## src/rtl/cpu_pkg.sv

```systemverilog
// Shared types for the stack CPU: opcodes, ALU operations, controller states
// and the bundle of control strobes the controller drives into the datapath.
package cpu_pkg;

  localparam int OPC_W   = 3;
  localparam int ALUOP_W = 2;

  typedef enum logic [2:0] {
    OP_ADD  = 3'b000,
    OP_SUB  = 3'b001,
    OP_AND  = 3'b010,
    OP_NOT  = 3'b011,
    OP_PUSH = 3'b100,
    OP_POP  = 3'b101,
    OP_JMP  = 3'b110,
    OP_JZ   = 3'b111
  } opcode_e;

  typedef enum logic [1:0] {
    ALU_ADD = 2'b00,
    ALU_SUB = 2'b01,
    ALU_AND = 2'b10,
    ALU_NOT = 2'b11
  } aluop_e;

  typedef enum logic [3:0] {
    S_IDLE, S_FETCH, S_DECODE, S_POP_A, S_POP_B, S_EXEC, S_WB_ALU,
    S_MEM_RD, S_WB_MEM, S_MEM_WR, S_JUMP, S_PEEK, S_BRZ
  } state_e;

  typedef struct packed {
    logic [1:0] aluop;
    logic       pc_write_uncond;
    logic       pc_write_cond;
    logic       iord;
    logic       mem_read;
    logic       mem_write;
    logic       ir_write;
    logic       mtos;
    logic       push;
    logic       pop;
    logic       tos;
    logic       lda;
    logic       ldb;
    logic       src_a;
    logic       src_b;
    logic       pc_src;
    logic       instr_done;
  } ctrl_t;

endpackage

```

## src/rtl/stack_cpu_controller.sv

```systemverilog
// Multicycle Moore controller for the stack CPU. Outputs are registered from
// the decode of the next state, so they always reflect the current state.
module stack_cpu_controller
  import cpu_pkg::*;
#(
  parameter int OPC_W   = 3,
  parameter int ALUOP_W = 2
) (
  input  logic               clk,
  input  logic               rst,
  input  logic [OPC_W-1:0]   opc,
  output logic [ALUOP_W-1:0] ALUOP,
  output logic               pcWriteUnCond,
  output logic               pcWriteCond,
  output logic               IorD,
  output logic               memRead,
  output logic               memWrite,
  output logic               IRWrite,
  output logic               MtoS,
  output logic               push,
  output logic               pop,
  output logic               tos,
  output logic               ldA,
  output logic               ldB,
  output logic               srcA,
  output logic               srcB,
  output logic               pcSrc,
  output logic               instr_done,
  output logic [3:0]         state_dbg
);

  state_e state, state_nxt;
  ctrl_t  ctrl, ctrl_nxt;

  always_comb begin
    state_nxt = S_IDLE;
    case (state)
      S_IDLE:   state_nxt = S_FETCH;
      S_FETCH:  state_nxt = S_DECODE;
      S_DECODE: begin
        case (opcode_e'(opc[2:0]))
          OP_PUSH: state_nxt = S_MEM_RD;
          OP_JMP:  state_nxt = S_JUMP;
          OP_JZ:   state_nxt = S_PEEK;
          default: state_nxt = S_POP_A;
        endcase
      end
      S_POP_A: begin
        case (opcode_e'(opc[2:0]))
          OP_NOT:  state_nxt = S_EXEC;
          OP_POP:  state_nxt = S_MEM_WR;
          default: state_nxt = S_POP_B;
        endcase
      end
      S_POP_B:  state_nxt = S_EXEC;
      S_EXEC:   state_nxt = S_WB_ALU;
      S_MEM_RD: state_nxt = S_WB_MEM;
      S_PEEK:   state_nxt = S_BRZ;
      S_WB_ALU, S_WB_MEM, S_MEM_WR, S_JUMP, S_BRZ: state_nxt = S_FETCH;
      default:  state_nxt = S_IDLE;
    endcase
  end

  // IR is loaded at the end of FETCH, so opc is stable when EXEC is entered.
  always_comb begin
    ctrl_nxt = '0;
    case (state_nxt)
      S_FETCH: begin
        ctrl_nxt.mem_read        = 1'b1;
        ctrl_nxt.ir_write        = 1'b1;
        ctrl_nxt.src_a           = 1'b1;
        ctrl_nxt.src_b           = 1'b1;
        ctrl_nxt.aluop           = ALU_ADD;
        ctrl_nxt.pc_write_uncond = 1'b1;
      end
      S_POP_A: begin
        ctrl_nxt.pop = 1'b1;
        ctrl_nxt.lda = 1'b1;
      end
      S_POP_B: begin
        ctrl_nxt.pop = 1'b1;
        ctrl_nxt.ldb = 1'b1;
      end
      S_EXEC:   ctrl_nxt.aluop = opc[1:0];
      S_WB_ALU: begin
        ctrl_nxt.push       = 1'b1;
        ctrl_nxt.instr_done = 1'b1;
      end
      S_MEM_RD: begin
        ctrl_nxt.iord     = 1'b1;
        ctrl_nxt.mem_read = 1'b1;
      end
      S_WB_MEM: begin
        ctrl_nxt.mtos       = 1'b1;
        ctrl_nxt.push       = 1'b1;
        ctrl_nxt.instr_done = 1'b1;
      end
      S_MEM_WR: begin
        ctrl_nxt.iord       = 1'b1;
        ctrl_nxt.mem_write  = 1'b1;
        ctrl_nxt.instr_done = 1'b1;
      end
      S_JUMP: begin
        ctrl_nxt.pc_src          = 1'b1;
        ctrl_nxt.pc_write_uncond = 1'b1;
        ctrl_nxt.instr_done      = 1'b1;
      end
      S_PEEK:   ctrl_nxt.tos = 1'b1;
      S_BRZ: begin
        ctrl_nxt.pc_src        = 1'b1;
        ctrl_nxt.pc_write_cond = 1'b1;
        ctrl_nxt.instr_done    = 1'b1;
      end
      default: ctrl_nxt = '0;
    endcase
  end

  always_ff @(posedge clk or posedge rst) begin
    if (rst) begin
      state <= S_IDLE;
      ctrl  <= '0;
    end else begin
      state <= state_nxt;
      ctrl  <= ctrl_nxt;
    end
  end

  assign ALUOP         = ctrl.aluop;
  assign pcWriteUnCond = ctrl.pc_write_uncond;
  assign pcWriteCond   = ctrl.pc_write_cond;
  assign IorD          = ctrl.iord;
  assign memRead       = ctrl.mem_read;
  assign memWrite      = ctrl.mem_write;
  assign IRWrite       = ctrl.ir_write;
  assign MtoS          = ctrl.mtos;
  assign push          = ctrl.push;
  assign pop           = ctrl.pop;
  assign tos           = ctrl.tos;
  assign ldA           = ctrl.lda;
  assign ldB           = ctrl.ldb;
  assign srcA          = ctrl.src_a;
  assign srcB          = ctrl.src_b;
  assign pcSrc         = ctrl.pc_src;
  assign instr_done    = ctrl.instr_done;
  assign state_dbg     = state;

endmodule

```

## config.mk

```make
export PLATFORM = sky130hd
export DESIGN_NAME = stack_cpu_controller
export DESIGN_NICKNAME = d
export VERILOG_FILES = /design/src/rtl/cpu_pkg.sv /design/src/rtl/stack_cpu_controller.sv
export SDC_FILE = /design/constraint.sdc
export NUM_CORES = 1
export LEC_CHECK = 0
export CELL_PAD_IN_SITES_DETAIL_PLACEMENT = 0
export CELL_PAD_IN_SITES_GLOBAL_PLACEMENT = 1
export CORE_MARGIN = 1
export CORE_UTILIZATION = 34
export DETAILED_ROUTE_END_ITERATION = 7
export HOLD_SLACK_MARGIN = 0.15
export PLACE_DENSITY = 0.85
export SLEW_MARGIN = 5
export SYNTH_ARGS = -nofsm -noshare
export SYNTH_HDL_FRONTEND = slang
export SYNTH_SLANG_ARGS = --single-unit
```

## constraint.sdc

```tcl
create_clock -name clk -period 1.9 [get_ports clk]
set_input_delay 0.38 -clock clk [delete_from_list [all_inputs] [get_ports clk]]
set_output_delay 0.38 -clock clk [all_outputs]
set_load 0.02 [all_outputs]
```

==> impl_metrics.csv <==
group,metric,value,unit
status,status,"completed",
global_routing,use_met3,2.54,%
pwr,ir_worst_vdd,0.000895,V
sta,clock-skew-final,4.00,ps
critical_path,slowest_delay,650,ps
detailed_routing,detailedRoute.firstIterationViolations,8,
detailed_routing,first_pass_iters,4,
critical_path,rr_startpoint,"state_dbg[2]$_DFF_PP0_",
synthesis,synth_nets,94,
hold_path,worstHoldPathType,"in2async",
critical_path,worstReg2RegEnd,"IorD$_DFF_PP0_",
pwr,fin_total_pwr,1.95,mW
layout,drive_gt1_share,16.5,%
placement,io_buffers,26,
clocking,worstSkewPairLatency,290,ps
sta,slew_headroom,74.3,%
clocking,cts_sinks,20,
critical_path,start_kind,"flop",
layout,nNetsFinal,128,
critical_path,worstRegToRegCells,5,
synthesis,syn_inst,89,
clocking,cts_setup_buffers,0,
synthesis,syn_avg_cell_area,10.3,um2
layout,area_growth,39.7,%
synthesis,async_flop_share,100,%
placement,dp.cells,148,
detailed_routing,ant_nets,0,
detailed_routing,wl_per_cell,12.3,um
clocking,cts_tree,"built",
critical_path,cp-end-kind,"primary output",
global_routing,overflow,0,
clocking,cts_hold_buffers,0,
global_routing,top_usage_layer,"met2",
synthesis,yosys.area.top_type,"dfrtp_1",
placement,place_congestion,0.859,
floorplanning,die-height,53.8,um
synthesis,synth.cell_area,913,um2
synthesis,yosys_most_used_dff,"dfrtp_1",
global_routing,grt_pass1_wl,3080,um
critical_path,path_buf_inv,1,
critical_path,path_cells,"clkdlybuf4s50_1",
critical_path,cp_top_family,"buffers and inverters",
global_routing,antenna_found_initial,0,
sta,slew_viol_final,0,
sta,post-route-min-period,1830,ps
synthesis,ys_ff_latch,20,
layout,ff_latch_area,503,um2
global_routing,grtUsageMet2,23.0,%
clocking,root_buffer,"clkbuf_4",
floorplanning,core-area,2500,um2
floorplanning,dieArea,2900,um2
pwr,p_per_area,1530,nW/um2
global_routing,use_met1,20.2,%
detailed_routing,vias_per_cell,5.02,
flow_run,drv_cap,0,
layout,layoutNonFillerInstCount,151,
layout,antenna_cells,0,
layout,nFillCells,241,
synthesis,synth_top_area_share,54.8,%
sta,worstMarginPinSlew,385,ps
synthesis,synthTopCellsByArea,"dfrtp_1 (55%), nor2_1 (4.5%), nand2b_1 (3.4%)",
critical_path,r2r_slack,370,ps
floorplanning,die_w,53.8,um
detailed_routing,num_vias,758,
sta,finalSetupViolCount,0,
global_routing,grt_start_max_net_pins,21,
clocking,numCtsBuffers,3,
pwr,p_leak,0.567,nW
placement,place_hpwl,1420,um
synthesis,synth_most_common_cell,"dfrtp_1",
floorplanning,ios,27,
critical_path,crit_arrival,1450,ps
clocking,h-tree-depth,1,
clocking,cts.path.max_buffers,2,
synthesis,synth_edf_count,0,
synthesis,yosysSeqAreaShare,54.8,%
floorplanning,rows,18,
global_routing,grt_util_all_layers,14.9,%
sta,rsz0062_at_grt,"no",
critical_path,cp_slowest_cell,"clkdlybuf4s50_1",
detailed_routing,drc_errors,0,
global_routing,grt_pass1_vias,684,
layout,multiInputGateArea,352,um2
clocking,cts.clk_slew.worst_paths,100,ps
critical_path,critPathKind,"reg2out",
detailed_routing,routed_wl,1860,um
sta,hold_ws,401,ps
synthesis,synth.distinct_cells,32,
synthesis,synthTopCellsByCount,"dfrtp_1 (20), nor2_1 (11), a21oi_1 (6)",
synthesis,yosys_warnings,0,
sta,timing.final.crit_share,96.2,%
sta,fmaxAchievable,547,MHz
critical_path,cp.required,1520,ps
sta,hold_viol,0,
critical_path,crit_fanout,12,
floorplanning,initial_core_util,36.5,%
## power breakdown
part / leakage, nW / switching [mW] / total (mW) / internal, mW
registers: 0.264 / 0.112 / 0.673 / 0.561
clock network: 0.0138 / 0.120 / 0.194 / 0.0738
logic: 0.290 / 0.547 / 1.08 / 0.535
total: 0.567 / 0.779 / 1.95 / 1.17
## per-stage QoR
stage | setup TNS (ps) | util [%] | instance area (um2) | setup slack, ps
after floorplan | 0 | - | 913 | 345
after global placement | 0 | 50.1 | 1250 | 27.2
after detailed placement | -9.37 | 50.1 | 1250 | -5.26
after CTS | 0 | 51.1 | 1280 | 59.5
after global routing | 0 | 51.1 | 1280 | 18.9
final | 0 | 51.1 | 1280 | 72.9
## worst max-delay path by stage
stage | startpoint | endpoint | slack [ps] | cells after the start
after floorplan | state_dbg[2]$_DFF_PP0_ | ALUOP[0]$_DFF_PP0_ | 350 | 5
after global placement | opc[2] | ALUOP[0]$_DFF_PP0_ | 30 | 5
after detailed placement | opc[2] | ALUOP[1]$_DFF_PP0_ | -5 | 5
after CTS | state_dbg[2]$_DFF_PP0_ | state_dbg[2] | 60 | 1
after global routing | state_dbg[2]$_DFF_PP0_ | state_dbg[2] | 20 | 1
final | state_dbg[2]$_DFF_PP0_ | state_dbg[2] | 70 | 1
## registers in the layout, summed over array words and instances, names as in the netlist
register       cells
IorD               1
pop                1
instr_done         1
pcWriteCond        1
ALUOP              2
memWrite           1
state_dbg          4
memRead            1
pcSrc              1
ldB                1
ldA                1
srcA               1
MtoS               1
push               1
tos                1
pcWriteUnCond      1
## worst register-to-register path, cell delays in order (launching register included)
cell,delay (ps)
dfrtp_2,510
nor4b_2,430
nor2b_1,240
buf_4,140
a31oi_1,30
nor2_1,120
## logic make-up (layout without fill, tap and decap cells)
kind of cell / count (synthesis) / count (layout) / synth area share [%]
simple gates: 33 / 33 / 21.2
compound gates: 21 / 21 / 15.3
flops: 20 / 20 / 54.8
buf+inv: 13 / 45 / 6.71
xor+xnor: 2 / 2 / 1.92
## per-layer routing
layer | routed length, um | vias up | part of all wire, %
met5 | 0 | - | 0
met3 | 100 | 2 | 5.4
met1 | 873 | 358 | 47
met2 | 872 | 29 | 47
li1 | - | 369 | -
met4 | 14 | 0 | 0.75
## cell type report
class / instances / share of cell area, %
Sequential cell: 20 / 39.4
Multi-Input combinational cell: 56 / 27.5
Timing Repair Buffer: 37 / 26.9
Tap cell: 30 / 2.94
Clock buffer: 3 / 1.76
Inverter: 5 / 1.47
## cells in the final DEF (no fill, tap or decap), types with 3 or more instances in the layout
master,n
o21ai_0,4
nor2_1,11
clkdlybuf4s50_1,26
buf_4,11
dfrtp_1,18
clkbuf_4,3
nand2b_1,5
nand2_1,3
inv_1,5
a21oi_1,6
## repair_timing
item	CTS	global route
hold endpoints to repair	0	0
setup endpoints to repair	2	0
gates resized for setup	2	0
Power figures use the tool's default switching activity.
